`config.mk`:
```
export PLATFORM = sky130hd
export DESIGN_NAME = nts_timestamp_arbiter
export DESIGN_NICKNAME = d
export VERILOG_FILES = /design/src/rtl/nts_timestamp_pkg.sv /design/src/rtl/nts_rr_arbiter.sv /design/src/rtl/nts_timestamp_arbiter.sv
export SDC_FILE = /design/constraint.sdc
export NUM_CORES = 1
export LEC_CHECK = 0
export ABC_AREA = 1
export BUFFER_PORTS_ARGS = -buffer_cell sky130_fd_sc_hd__buf_4
export CELL_PAD_IN_SITES_DETAIL_PLACEMENT = 0
export CELL_PAD_IN_SITES_GLOBAL_PLACEMENT = 1
export CORE_AREA = 2 2 208 210
export CTS_BUF_LIST = sky130_fd_sc_hd__clkbuf_8
export DETAILED_ROUTE_END_ITERATION = 12
export DIE_AREA = 0 0 210 212
export GPL_TIMING_DRIVEN = 0
export PLACE_DENSITY = 0.66
export SLEW_MARGIN = 20
export SYNTH_ARGS = -nofsm -noshare
export SYNTH_HDL_FRONTEND = slang
export SYNTH_SLANG_ARGS = --single-unit
```
`constraint.sdc`:
```
create_clock -name i_clk -period 2.3 [get_ports i_clk]
set_input_delay 0.23 -clock i_clk [delete_from_list [all_inputs] [get_ports i_clk]]
set_output_delay 0.23 -clock i_clk [all_outputs]
set_load 0.005 [all_outputs]
```
`src/rtl/nts_timestamp_pkg.sv`:
```
// Shared types and constants for the nts_timestamp arbiter slice.
package nts_timestamp_pkg;

  localparam int unsigned TS_W              = 64;
  localparam int unsigned VER_W             = 3;
  localparam int unsigned POLL_W            = 8;
  localparam int unsigned BLOCK_W           = 3;
  localparam int unsigned DATA_W            = 64;
  localparam int unsigned NTP_HEADER_BLOCKS = 6;
  localparam int unsigned BEAT_CNT_W        = 4;

  typedef enum logic [2:0] {
    ST_IDLE     = 3'd0,
    ST_CLEAR    = 3'd1,
    ST_RECORD   = 3'd2,
    ST_TRANSMIT = 3'd3,
    ST_WAIT_TX  = 3'd4,
    ST_STREAM   = 3'd5,
    ST_DONE     = 3'd6
  } arb_state_t;

  // Per-engine request payload handed to nts_timestamp on transmit
  typedef struct packed {
    logic [TS_W-1:0]   origin;
    logic [VER_W-1:0]  version;
    logic [POLL_W-1:0] poll;
  } parser_fields_t;

  // Beat counter increment that sticks at all-ones
  function automatic logic [BEAT_CNT_W-1:0] beat_inc(input logic [BEAT_CNT_W-1:0] cnt);
    return (&cnt) ? cnt : cnt + BEAT_CNT_W'(1);
  endfunction

endpackage

```
`src/rtl/nts_rr_arbiter.sv`:
```
// Round-robin picker: first request above the pointer, wrapping. Purely combinational.
module nts_rr_arbiter
  import nts_timestamp_pkg::*;
#(
  parameter int unsigned ENGINES = 4,
  parameter int unsigned IDX_W   = $clog2(ENGINES)
) (
  input  logic [ENGINES-1:0] req,
  input  logic [IDX_W-1:0]   ptr,
  output logic [ENGINES-1:0] grant_c,
  output logic [IDX_W-1:0]   grant_idx_c,
  output logic               any_c
);

  localparam int unsigned CW = IDX_W + 1;

  logic [CW-1:0] cand;
  logic          found;

  // Scan ptr+1 .. ptr+ENGINES modulo ENGINES, keep the first hit
  always_comb begin
    grant_c     = '0;
    grant_idx_c = '0;
    cand        = '0;
    found       = 1'b0;
    for (int unsigned k = 1; k <= ENGINES; k++) begin
      cand = CW'(ptr) + CW'(k);
      if (cand >= CW'(ENGINES)) begin
        cand = cand - CW'(ENGINES);
      end
      if (!found && req[IDX_W'(cand)]) begin
        found                    = 1'b1;
        grant_c[IDX_W'(cand)]    = 1'b1;
        grant_idx_c              = IDX_W'(cand);
      end
    end
    any_c = found;
  end

endmodule

```
`src/rtl/nts_timestamp_arbiter.sv`:
```
// Shares one nts_timestamp among ENGINES parser engines: round-robin grant,
// clear/record/transmit strobe sequencing, header stream routing and ack.
// Optional WAIT_TX watchdog: define NTS_TS_ARB_TIMEOUT_EN.
module nts_timestamp_arbiter
  import nts_timestamp_pkg::*;
#(
  parameter int unsigned ENGINES   = 4,
  parameter int unsigned TX_BLOCKS = NTP_HEADER_BLOCKS,
  parameter int unsigned TIMEOUT   = 64
) (
  input  logic                      i_clk,
  input  logic                      i_areset_n,
  input  logic [ENGINES-1:0]        i_req,
  input  logic [TS_W*ENGINES-1:0]   i_origin_timestamp,
  input  logic [VER_W*ENGINES-1:0]  i_version_number,
  input  logic [POLL_W*ENGINES-1:0] i_poll,
  output logic [ENGINES-1:0]        o_ack,
  output logic                      o_err,
  output logic                      o_busy,
  output logic                      o_parser_clear,
  output logic                      o_parser_record_receive_timestamp,
  output logic                      o_parser_transmit,
  output logic [TS_W-1:0]           o_parser_origin_timestamp,
  output logic [VER_W-1:0]          o_parser_version_number,
  output logic [POLL_W-1:0]         o_parser_poll,
  input  logic                      i_tx_wr_en,
  input  logic [BLOCK_W-1:0]        i_tx_ntp_header_block,
  input  logic [DATA_W-1:0]         i_tx_ntp_header_data,
  output logic [ENGINES-1:0]        o_tx_wr_en,
  output logic [BLOCK_W-1:0]        o_tx_ntp_header_block,
  output logic [DATA_W-1:0]         o_tx_ntp_header_data
);

  localparam int unsigned IDX_W = $clog2(ENGINES);

  arb_state_t              state;
  logic [IDX_W-1:0]        ptr_q;
  logic [IDX_W-1:0]        grant_idx_q;
  logic [ENGINES-1:0]      grant_oh_q;
  logic [BEAT_CNT_W-1:0]   beat_cnt;
  parser_fields_t          fields_q;
  parser_fields_t          eng_fields [ENGINES];

  logic [ENGINES-1:0]      arb_grant_c;
  logic [IDX_W-1:0]        arb_idx_c;
  logic                    arb_any_c;

`ifdef NTS_TS_ARB_TIMEOUT_EN
  localparam int unsigned WAIT_W = (TIMEOUT > 1) ? $clog2(TIMEOUT) : 1;
  logic [WAIT_W-1:0]       wait_cnt;
`else
  // Watchdog not built: TIMEOUT only matters when it is
  if (TIMEOUT == 0) begin : g_no_timeout
  end
`endif

  // Unpack the flat per-engine buses into payload structs
  for (genvar e = 0; e < ENGINES; e++) begin : g_fields
    assign eng_fields[e] = '{origin:  i_origin_timestamp[TS_W*e +: TS_W],
                             version: i_version_number[VER_W*e +: VER_W],
                             poll:    i_poll[POLL_W*e +: POLL_W]};
  end

  nts_rr_arbiter #(
    .ENGINES (ENGINES),
    .IDX_W   (IDX_W)
  ) u_rr (
    .req         (i_req),
    .ptr         (ptr_q),
    .grant_c     (arb_grant_c),
    .grant_idx_c (arb_idx_c),
    .any_c       (arb_any_c)
  );

  // Header stream reaches only the granted engine, and only while a stream is expected
  assign o_tx_wr_en = (i_tx_wr_en && (state == ST_WAIT_TX || state == ST_STREAM)) ? grant_oh_q : '0;
  assign o_tx_ntp_header_block = i_tx_ntp_header_block;
  assign o_tx_ntp_header_data  = i_tx_ntp_header_data;

  assign o_parser_origin_timestamp = fields_q.origin;
  assign o_parser_version_number   = fields_q.version;
  assign o_parser_poll             = fields_q.poll;

  // Transaction sequencer with registered strobes, ack and busy
  always_ff @(posedge i_clk or negedge i_areset_n) begin
    if (!i_areset_n) begin
      state                             <= ST_IDLE;
      ptr_q                             <= IDX_W'(ENGINES - 1);
      grant_idx_q                       <= '0;
      grant_oh_q                        <= '0;
      beat_cnt                          <= '0;
      fields_q                          <= '0;
      o_ack                             <= '0;
      o_err                             <= 1'b0;
      o_busy                            <= 1'b0;
      o_parser_clear                    <= 1'b0;
      o_parser_record_receive_timestamp <= 1'b0;
      o_parser_transmit                 <= 1'b0;
`ifdef NTS_TS_ARB_TIMEOUT_EN
      wait_cnt                          <= '0;
`endif
    end else begin
      o_parser_clear                    <= 1'b0;
      o_parser_record_receive_timestamp <= 1'b0;
      o_parser_transmit                 <= 1'b0;
      o_ack                             <= '0;
      o_err                             <= 1'b0;
      case (state)
        ST_IDLE: begin
          if (arb_any_c) begin
            grant_idx_q    <= arb_idx_c;
            grant_oh_q     <= arb_grant_c;
            fields_q       <= eng_fields[arb_idx_c];
            beat_cnt       <= '0;
            o_parser_clear <= 1'b1;
            o_busy         <= 1'b1;
            state          <= ST_CLEAR;
          end
        end
        ST_CLEAR: begin
          o_parser_record_receive_timestamp <= 1'b1;
          state                             <= ST_RECORD;
        end
        ST_RECORD: begin
          o_parser_transmit <= 1'b1;
          state             <= ST_TRANSMIT;
`ifdef NTS_TS_ARB_TIMEOUT_EN
          wait_cnt          <= '0;
`endif
        end
        ST_TRANSMIT: begin
          state <= ST_WAIT_TX;
        end
        ST_WAIT_TX: begin
          if (i_tx_wr_en) begin
            beat_cnt <= BEAT_CNT_W'(1);
            state    <= ST_STREAM;
          end
`ifdef NTS_TS_ARB_TIMEOUT_EN
          else if (wait_cnt == WAIT_W'(TIMEOUT - 1)) begin
            beat_cnt <= '0;
            o_ack    <= grant_oh_q;
            o_err    <= 1'b1;
            state    <= ST_DONE;
          end else begin
            wait_cnt <= wait_cnt + WAIT_W'(1);
          end
`endif
        end
        ST_STREAM: begin
          if (i_tx_wr_en) begin
            beat_cnt <= beat_inc(beat_cnt);
          end else begin
            o_ack <= grant_oh_q;
            o_err <= (beat_cnt != BEAT_CNT_W'(TX_BLOCKS));
            state <= ST_DONE;
          end
        end
        ST_DONE: begin
          ptr_q  <= grant_idx_q;
          o_busy <= 1'b0;
          state  <= ST_IDLE;
        end
        default: begin
          o_busy <= 1'b0;
          state  <= ST_IDLE;
        end
      endcase
    end
  end

endmodule

```
# After elaboration in Yosys (flattened, before gate mapping)
# Cells that the tools add are included.
# classes
addsub	9
n_mul	0
n_div	0
n_lt_le_gt_ge	13
eq_ne	12
n_shift	0
muxes	55
bitwise_logic	5
reduce_logical	20
# ops
operator	count
$bmux W75 S2	1
$mux W75	2
$mux W4	11
$mux W1	19
$pmux W3 S6	1
$mux W2	8
$ge A3 B3 Y1 const B	5
$lt A2 B3 Y1 const B	4
$or A4 B4 Y4	3
$pmux W4 S3	1
$ne A2 B2 Y1 const B	5
$eq A3 B3 Y1 const B	3
$mux W3	3
$bmux W1 S2	4
$demux W1 S2	4
$ge A2 B1 Y1 const B	4
$logic_and A1 B1 Y1	8
$sub A2 B1 Y2 const B	4
$add A2 B2 Y3 const B	2
$eq A3 B2 Y1 const B	2
$reduce_and A5 Y1	1
$reduce_or A5 Y1	1
$add A4 B1 Y4 const B	1
$ne A4 B3 Y1 const B	1
13 further kinds	16
# totals
ff_bits	99
latchBits	0
ram_bits	0
rom_bits	0
inputBits	374
out_inout_bits	155
wordCells	128
memories	0

# Logic depth before layout (Yosys ltp)
# Gate-level depths: netlist of the first run.
# depth
ltp_word	19
mapped_depth	18
mapped_depth_nobuf	15

# Cells and area by module
# Synthesis of the first run repeated with hierarchy kept, for this count alone.
# hier_totals
cells_unflattened	1108
area_unflattened_um2	7199.4
# by_module_without_submodules
module	n_inst	cells_each	area_per_inst_um2	seq_area_each_um2
nts_timestamp_arbiter	1	1034	6741.5	2479.9
nts_rr_arbiter	1	74	457.9	0.0

# Least setup slack after synthesis of the first run
# No wires, ideal clock.
# synth_path
path_kind	register to register
start	register ptr_q[0]
end	register fields_q, in the netlist o_parser_origin_timestamp[6]
setup_ps	117
arrival_time_ps	2328
required_time_ps	2183
path_slack_ps	-145
stages_incl_launch_ff	17
path_buffers	3
period_less_slack_ps	2445
cell_sequence	dfstp_2 -> inv_2 -> buf_6 -> ha_1 -> inv_1 -> nand2_1 -> nand2_4 -> nor3_4 -> nand2_1 -> nand2_1 -> inv_2 -> buf_6 -> buf_2 -> nand3_1 -> nand2_1 -> nand2_1 -> nand2_1
# synth_via
elab_chain_len	19
word_cells_on_any_way	43
cone_classes	add/sub: 8; order compare: 4; mux: 23; bitwise: 1; reduce/logical: 7
# synth_lines
element	line	text
start: declaration	nts_timestamp_arbiter.sv:37	logic [IDX_W-1:0] ptr_q;
start signal: assignment	nts_timestamp_arbiter.sv:88	ptr_q <= IDX_W'(ENGINES - 1);
start signal: assignment	nts_timestamp_arbiter.sv:160	ptr_q <= grant_idx_q;
$add A2 B1 Y3	nts_rr_arbiter.sv:27	cand = CW'(ptr) + CW'(k);
$ge A3 B3 Y1 or $sub A2 B1 Y2 (tied branches)	nts_rr_arbiter.sv:28, nts_rr_arbiter.sv:29	
$mux W2	nts_rr_arbiter.sv:28	if (cand >= CW'(ENGINES)) begin
$bmux W1 S2	nts_rr_arbiter.sv:31	if (!found && req[IDX_W'(cand)]) begin
$mux W1 (implied by the code)	nts_rr_arbiter.sv:31	
$mux W1	nts_rr_arbiter.sv:31	
$logic_not A1 Y1	nts_rr_arbiter.sv:31	
$logic_and A1 B1 Y1	nts_rr_arbiter.sv:31	
[2 not listed]	n/a	
$logic_and A1 B1 Y1	nts_rr_arbiter.sv:31	
$mux W1	nts_rr_arbiter.sv:31	
$logic_not A1 Y1	nts_rr_arbiter.sv:31	
$logic_and A1 B1 Y1	nts_rr_arbiter.sv:31	
$mux W2	nts_rr_arbiter.sv:31	
$not A2 Y3 (implied by the code)	nts_timestamp_arbiter.sv:113	fields_q <= eng_fields[arb_idx_c];
$bmux W75 S2	nts_timestamp_arbiter.sv:113	
$mux W75 (implied by the code) (2 in a row)	nts_timestamp_arbiter.sv:113	
end signal: assignment	nts_timestamp_arbiter.sv:113	
end: declaration	nts_timestamp_arbiter.sv:41	parser_fields_t fields_q;
# Parallel ways exist; a longest one is shown, timed or not. The select of a mux whose other input is x is not followed.
# A chain may end at the register's enable or synchronous reset.

# Worst setup path in the final report of the first run
# layout_path
start	register ptr_q[0]
end	register fields_q, in the netlist o_parser_poll[4]
# The elaborated chain is that of the path after synthesis.

==> results of run 1 <==
## final timing paths
kind	from	to	slack [ps]
worst min register to register	o_parser_origin_timestamp[8]	o_parser_origin_timestamp[8]	490
worst max register to register	ptr_q[0]	o_parser_poll[4]	-300
min in group asynchronous	i_areset_n	o_parser_origin_timestamp[49]	250
worst min-delay path	i_poll[1]	o_parser_poll[1]	120
max in group asynchronous	i_areset_n	ptr_q[0]	1320
worst max-delay path	ptr_q[0]	o_parser_poll[4]	-300
## area by class of cell
class                           instances  area share (%)
Multi-Input combinational cell        885            31.6
Timing Repair Buffer                  513            28.4
Sequential cell                        99            16.2
Buffer                                150            9.94
Inverter                              325            8.08
Tap cell                              546            4.46
Clock buffer                            9           0.809
Clock inverter                          7           0.531
## critical path: cells and delay by family, from the launching register on
family                   cells  cell delay, ps
buffers and inverters        8             870
AND/OR/NAND/NOR              7             630
flip-flops                   1             580
adder cells (fa/ha/maj)      1             310
AO/OA/AOI/OAI                1              70
## sequential cells by signal, summed over array words and instances, names as in the netlist
name and cells:
o_parser_origin_timestamp 64, o_parser_poll 8, beat_cnt 4, grant_oh_q 4, o_ack 4, o_parser_version_number 3
state 3, grant_idx_q 2, ptr_q 2, o_busy 1, o_err 1, o_parser_clear 1
o_parser_record_receive_timestamp 1, o_parser_transmit 1
## metrics by stage
| stage | setup TNS, ps | std cells | hold WS, ps |
|---|---|---|---|
| after floorplan | -447 | 1460 | -65.6 |
| after global placement | -53580 | 2467 | 465 |
| after global routing | -27180 | 2534 | 97.3 |
| after CTS | -19790 | 2516 | 61.4 |
| final | -17330 | 2534 | 122 |
| after detailed placement | -55360 | 2468 | 186 |
## timing repair
item                                    4_1_cts  5_1_grt
endpoints found under the setup margin       87       87
gates resized for setup                     200      196
hold buffers                                  4        0
hold endpoints to repair                     43        0
cloned                                        9       13
pin swaps                                    44       81
setup buffers                                19       11
## layer usage
metal,routed length [um],up-vias,part of all wire [%],track usage [%]
met3,1960,54,4.4,2.66
met5,0,-,0,0
met4,1060,0,2.4,6.80
met1,18900,5099,43,22.6
li1,-,5371,-,-
met2,22400,351,51,32.8
## cell families after synthesis
group,Yosys count,synth area share (%)
DFF,99,28.8
adders and majority gates,10,1.45
xor gates and xnor gates,2,0.203
buffers and inverters,476,25.3
and+or+nand+nor,843,42.1
AOI/OAI and AO/OA,30,2.11
## cells in the mapped netlist
master / instances / share of area [%]
o21ai_1: 1 / 0.058
buf_2: 33 / 1.9
nor2_2: 1 / 0.073
nand3_2: 1 / 0.12
nand2_1: 489 / 21
dfstp_2: 2 / 0.61
ha_1: 10 / 1.5
nor3_4: 1 / 0.19
nand4_1: 5 / 0.36
o21ai_0: 8 / 0.47
buf_1: 15 / 0.65
a22oi_1: 4 / 0.35
nand2_4: 1 / 0.13
a41oi_1: 1 / 0.10
or2_0: 2 / 0.15
buf_4: 83 / 7.2
nand3_1: 313 / 18
o211ai_1: 4 / 0.35
nand4_2: 1 / 0.15
nand2_2: 4 / 0.29
dfrtp_1: 97 / 28
inv_2: 4 / 0.17
a21oi_1: 7 / 0.41
buf_6: 5 / 0.65
xor2_1: 2 / 0.20
clkbuf_1: 15 / 0.65
nor2_1: 21 / 0.92
inv_1: 321 / 14
nand3b_1: 1 / 0.087
a31oi_1: 4 / 0.29
nor3_1: 3 / 0.17
a21boi_0: 1 / 0.087
## power by group through the flow
stage	logic (mW)	clock network, mW	registers [mW]
2_1_floorplan	10.5	0	3.11
3_3_place_gp	16.9	0	3.08
3_5_place_dp	16.9	0	3.10
4_1_cts	22.3	1.38	3.05
5_1_grt	28.6	1.43	3.15
6_report	26.3	1.30	3.05
==> flow_summary.yaml, run 1 <==
status:
  status: "finished, violations left"
  violations: "setup timing"
power_and_ir_drop:
  sequentialPowerShare_pct: 9.9
  ir_drop_mv: 1.05
  comb_power_share_pct: 85.8
  p_leak_nw: 9.13
  p_switching_mw: 15.3
  power_mw: 30.7
  p_per_area_nw_per_um2: 2000
  power.share.clock_pct: 4.2
  internal_power_mw: 15.4
  swShare_pct: 49.9
final_layout:
  regArea_sq_um: 2480
  multi_input_area_sq_um: 4840
  fill_cells: 4591
  syn2layout_area_growth_pct: 77.8
  drive_above_1_share_pct: 43.7
  n_antenna_cell: 0
  final_common_cell: "buf_4"
  fin_area_sq_um: 15300
  post-route-util_pct: 36.0
  layout_common_cells: "buf_4 (544), nand2_1 (416), inv_1 (318), nand3_1 (214), dfrtp_1 (97)"
  nNetsFinal: 2367
min_path:
  hold_depth: 5
  hp-class: "in2reg"
global_route:
  grt_pass1_vias: 10700
  grt_antenna_before_repair: 0
  gr-total-overflow: 0
  grt_pass1_wl_mm: 61.8
  track_usage_pct: 18.5
  grt_max_degree: 60
clocking:
  cts_root_buf: "clkbuf_8"
  clockBufferDepth: 2
  clock_sinks: 99
  h-tree-depth: 3
  cts_buffers: 9
  insertion_delay_ps: 440
  cts_tree: "done"
  clk_pin_slew_ps: 110
timing:
  rsz0062_at_grt: "yes"
  period_share_pct: 113
  worst_pin_slew_ps: 457
  setup_ws_ps: -304
  fin_worst_skew_ps: 12.4
  slew_violations: 0
  clock.fmax_mhz: 384
  setup_viol: 84
  hold_violations: 0
  fin_crit_ps: 2600
  slew_headroom_pct: 69.5
route:
  routed_wl_mm: 44.3
  vias: 10900
  drt_iter0_markers: 552
  routedWlPerCell_um: 17.5
  ant_nets: 0
  viasPerCell: 4.29
  dr.pass1.iters: 5
  drc: 0
synthesis:
  synth_warnings: 0
  ys_seq_area_share_pct: 28.8
  synth_cells: 1460
  yosys_register_bits: 99
  synth_nets: 1844
  synth_cell_types: 32
  synth_area_per_cell_sq_um: 5.90
  syn-cell-area_sq_um: 8610
placement:
  pre_cts_ws_ps: -826
  gp_congestion: 0.896
  dpl_cell_area_sq_um: 12900
  dp_hpwl_mm: 32.3
  io_buffers: 461
job:
  cap_violations: 0
setup_path:
  slowest_stage: "dfstp_2"
  cp_max_fo: 5
  r2r_cells: 17
  critPathKind: "reg2reg"
  endpoint_kind: "flop"
  crit_chain: "inv_2 -> buf_8 -> ha_4 -> inv_6 -> nand2_4 -> nand2_4 -> inv_4 -> o21ai_4 -> nand2_2 -> nand3_4 -> buf_12 -> buf_12 -> buf_16 -> buf_8 -> or2_0 -> nand3_1 -> nand3_1"
  worstPathArrival_ps: 2930
  cp.required_ps: 2630
  start_kind: "flop"
  slowest_delay_ps: 580
die:
  start_util_pct: 20.3
  dieHeight_um: 212
  core.rowCount: 76
  io_pins: 529
  die_w_um: 210
  dieArea_sq_um: 44500
  coreArea_sq_um: 42500
(Power assumes the default switching activity.)
==> run 2, diff against run 1 <==
- CORE_AREA: 2 2 208 210 -> 2 2 206 208
- CTS_BUF_LIST: sky130_fd_sc_hd__clkbuf_8 -> sky130_fd_sc_hd__clkbuf_16
- DIE_AREA: 0 0 210 212 -> 0 0 208 210
- PLACE_DENSITY: 0.66 -> 0.67
==> flow_summary.yaml, run 2 (same netlist as run 1, synthesis figures left out) <==
final_layout:
  drive_above_1_share_pct: 41.0
  syn2layout_area_growth_pct: 69.8
  n_antenna_cell: 0
  final_common_cell: "buf_4"
  largest_reg_flops: 64
  nNetsFinal: 2345
  layout_common_cells: "buf_4 (551), nand2_1 (440), inv_1 (319), nand3_1 (229), dfrtp_1 (97)"
setup_path:
  endpoint_kind: "flop"
  slowest_delay_ps: 560
  worstPathArrival_ps: 2800
  start_kind: "flop"
  cp_max_fo: 7
  rr_endpoint: "o_parser_origin_timestamp[33]"
  crit_chain: "inv_2 -> buf_8 -> ha_4 -> inv_4 -> nand3_2 -> nand2_2 -> buf_6 -> nor3_4 -> nand2_2 -> nand2_4 -> inv_6 -> buf_12 -> clkbuf_16 -> nand3_2 -> nand2_1 -> nand2_1 -> nand2_1"
  r2r_cells: 17
  cpLargestDelayFamily: "simple AND/OR/NAND/NOR gates"
  critPathBufInv: 7
  critPathKind: "reg2reg"
  slowest_stage: "dfstp_2"
  r2r_start: "ptr_q[0]"
  cp.required_ps: 2560
  r2r_setup_slack_ps: -250
  cp_common_cell: "nand2_1"
timing:
  hold_violations: 0
  slew_violations: 0
  setup_ws_ps: -245
  fin_worst_skew_ps: 8.87
  fin_crit_ps: 2550
  slew_headroom_pct: 63.6
  worst_pin_slew_ps: 546
  period_share_pct: 111
  rsz0062_at_grt: "yes"
  clock.fmax_mhz: 393
  setup_viol: 79
  timing.setup.tns_ps: -13130
global_route:
  gr-total-overflow: 0
  grt_max_degree: 52
  track_usage_pct: 18.6
  grt_pass1_wl_mm: 62.7
  grt_antenna_before_repair: 0
  grt_pass1_vias: 10600
route:
  dr.pass1.iters: 5
  vias: 10900
  viasPerCell: 4.37
  routedWlPerCell_um: 17.3
  drc: 0
  drt_iter0_markers: 642
  routed_wl_mm: 43.3
  ant_nets: 0
status:
  violations: "setup timing"
  status: "finished, violations left"
clocking:
  cts_tree: "done"
  clockBufferDepth: 2
  cts_buffers: 9
  cts_root_buf: "clkbuf_16"
  h-tree-depth: 3
  insertion_delay_ps: 370
  clock_sinks: 99
  clk_pin_slew_ps: 80
placement:
  gp_congestion: 0.948
  io_buffers: 461
  pre_cts_ws_ps: -909
  dp_hpwl_mm: 32.8
min_path:
  hold_depth: 3
  hp-class: "in2reg"
  hold-path-endpoint: "o_parser_poll[1]"
  min-delay-start: "i_poll[9]"
power_and_ir_drop:
  p_leak_nw: 8.79
  internal_power_mw: 13.5
  comb_power_share_pct: 82.9
  ir_drop_mv: 0.881
  swShare_pct: 51.3
  power_mw: 27.7
  p_per_area_nw_per_um2: 1890
  p_switching_mw: 14.2
  power.share.clock_pct: 6.0
  sequentialPowerShare_pct: 11.1
job:
  cap_violations: 0
die:
  start_util_pct: 20.8
  dieArea_sq_um: 43700
  io_pins: 529
  dieHeight_um: 210
  core.rowCount: 75
  coreArea_sq_um: 41500
  die_w_um: 208
==> run 2: worst register-to-register path, delay by kind of cell, from the launching register on <==
kind                       cells  cell delay (ps)
buffers and inverters          7              770
adders and majority gates      1              300
DFF                            1              560
and+or+nand+nor                9              830
==> run 2: layout make-up <==
type	count	area (sq um)
repair buffers	493	3960
well taps	539	674
fillers	4560	26900
inverters	325	1230
flip-flops and latches	99	2480
clock inverters	7	75.1
multi-input cells	885	4600
clock buffers	9	225
plain buffers	148	1380
==> run 2: what timing repair did <==
action | 4_1_cts | 5_1_grt
endpoints found under the setup margin | 87 | 88
buffers inserted | 16 | 5
hold buffers | 1 | 0
pin swaps | 17 | 81
gates resized for setup | 137 | 156
cloned | 5 | 5
endpoints found under the hold margin | 48 | 0
==> run 2: power groups by stage <==
stage | combinational [mW] | sequential (mW) | clock (mW)
after global placement | 17.0 | 3.10 | 0
final | 23.0 | 3.08 | 1.65
after detailed placement | 17.0 | 3.12 | 0
after global routing | 25.1 | 3.17 | 1.80
after CTS | 20.4 | 3.08 | 1.72
after floorplan | 10.5 | 3.11 | 0
==> run 2: how the worst max path moves through the flow <==
stage              from                            end  slack [ps]  cells past startpoint
4_1_cts        ptr_q[0]  o_parser_origin_timestamp[31]        -280                     18
2_1_floorplan  ptr_q[0]   o_parser_origin_timestamp[6]          -9                     16
3_5_place_dp   ptr_q[1]  o_parser_origin_timestamp[34]        -910                     14
3_3_place_gp   ptr_q[0]  o_parser_origin_timestamp[34]        -850                     15
6_report       ptr_q[0]  o_parser_origin_timestamp[33]        -250                     17
5_1_grt        ptr_q[0]  o_parser_origin_timestamp[15]        -370                     16
==> run 2: stage by stage <==
step	instance area (sq um)	cells	utilization, %	hold WS [ps]
final	14600	2505	35.2	127
after detailed placement	12800	2461	31.0	231
after CTS	13900	2497	33.5	94.9
after global placement	12800	2460	30.9	464
after floorplan	8680	1460	-	-65.6
after global routing	14600	2505	35.2	130
==> run 2: layer usage <==
layer	vias up	GRT usage [%]	part of all wire (%)
met2	433	32.1	50
met1	5125	24.0	43
met4	0	4.79	2.1
met5	-	0	0
li1	5331	-	-
met3	52	3.17	5.5
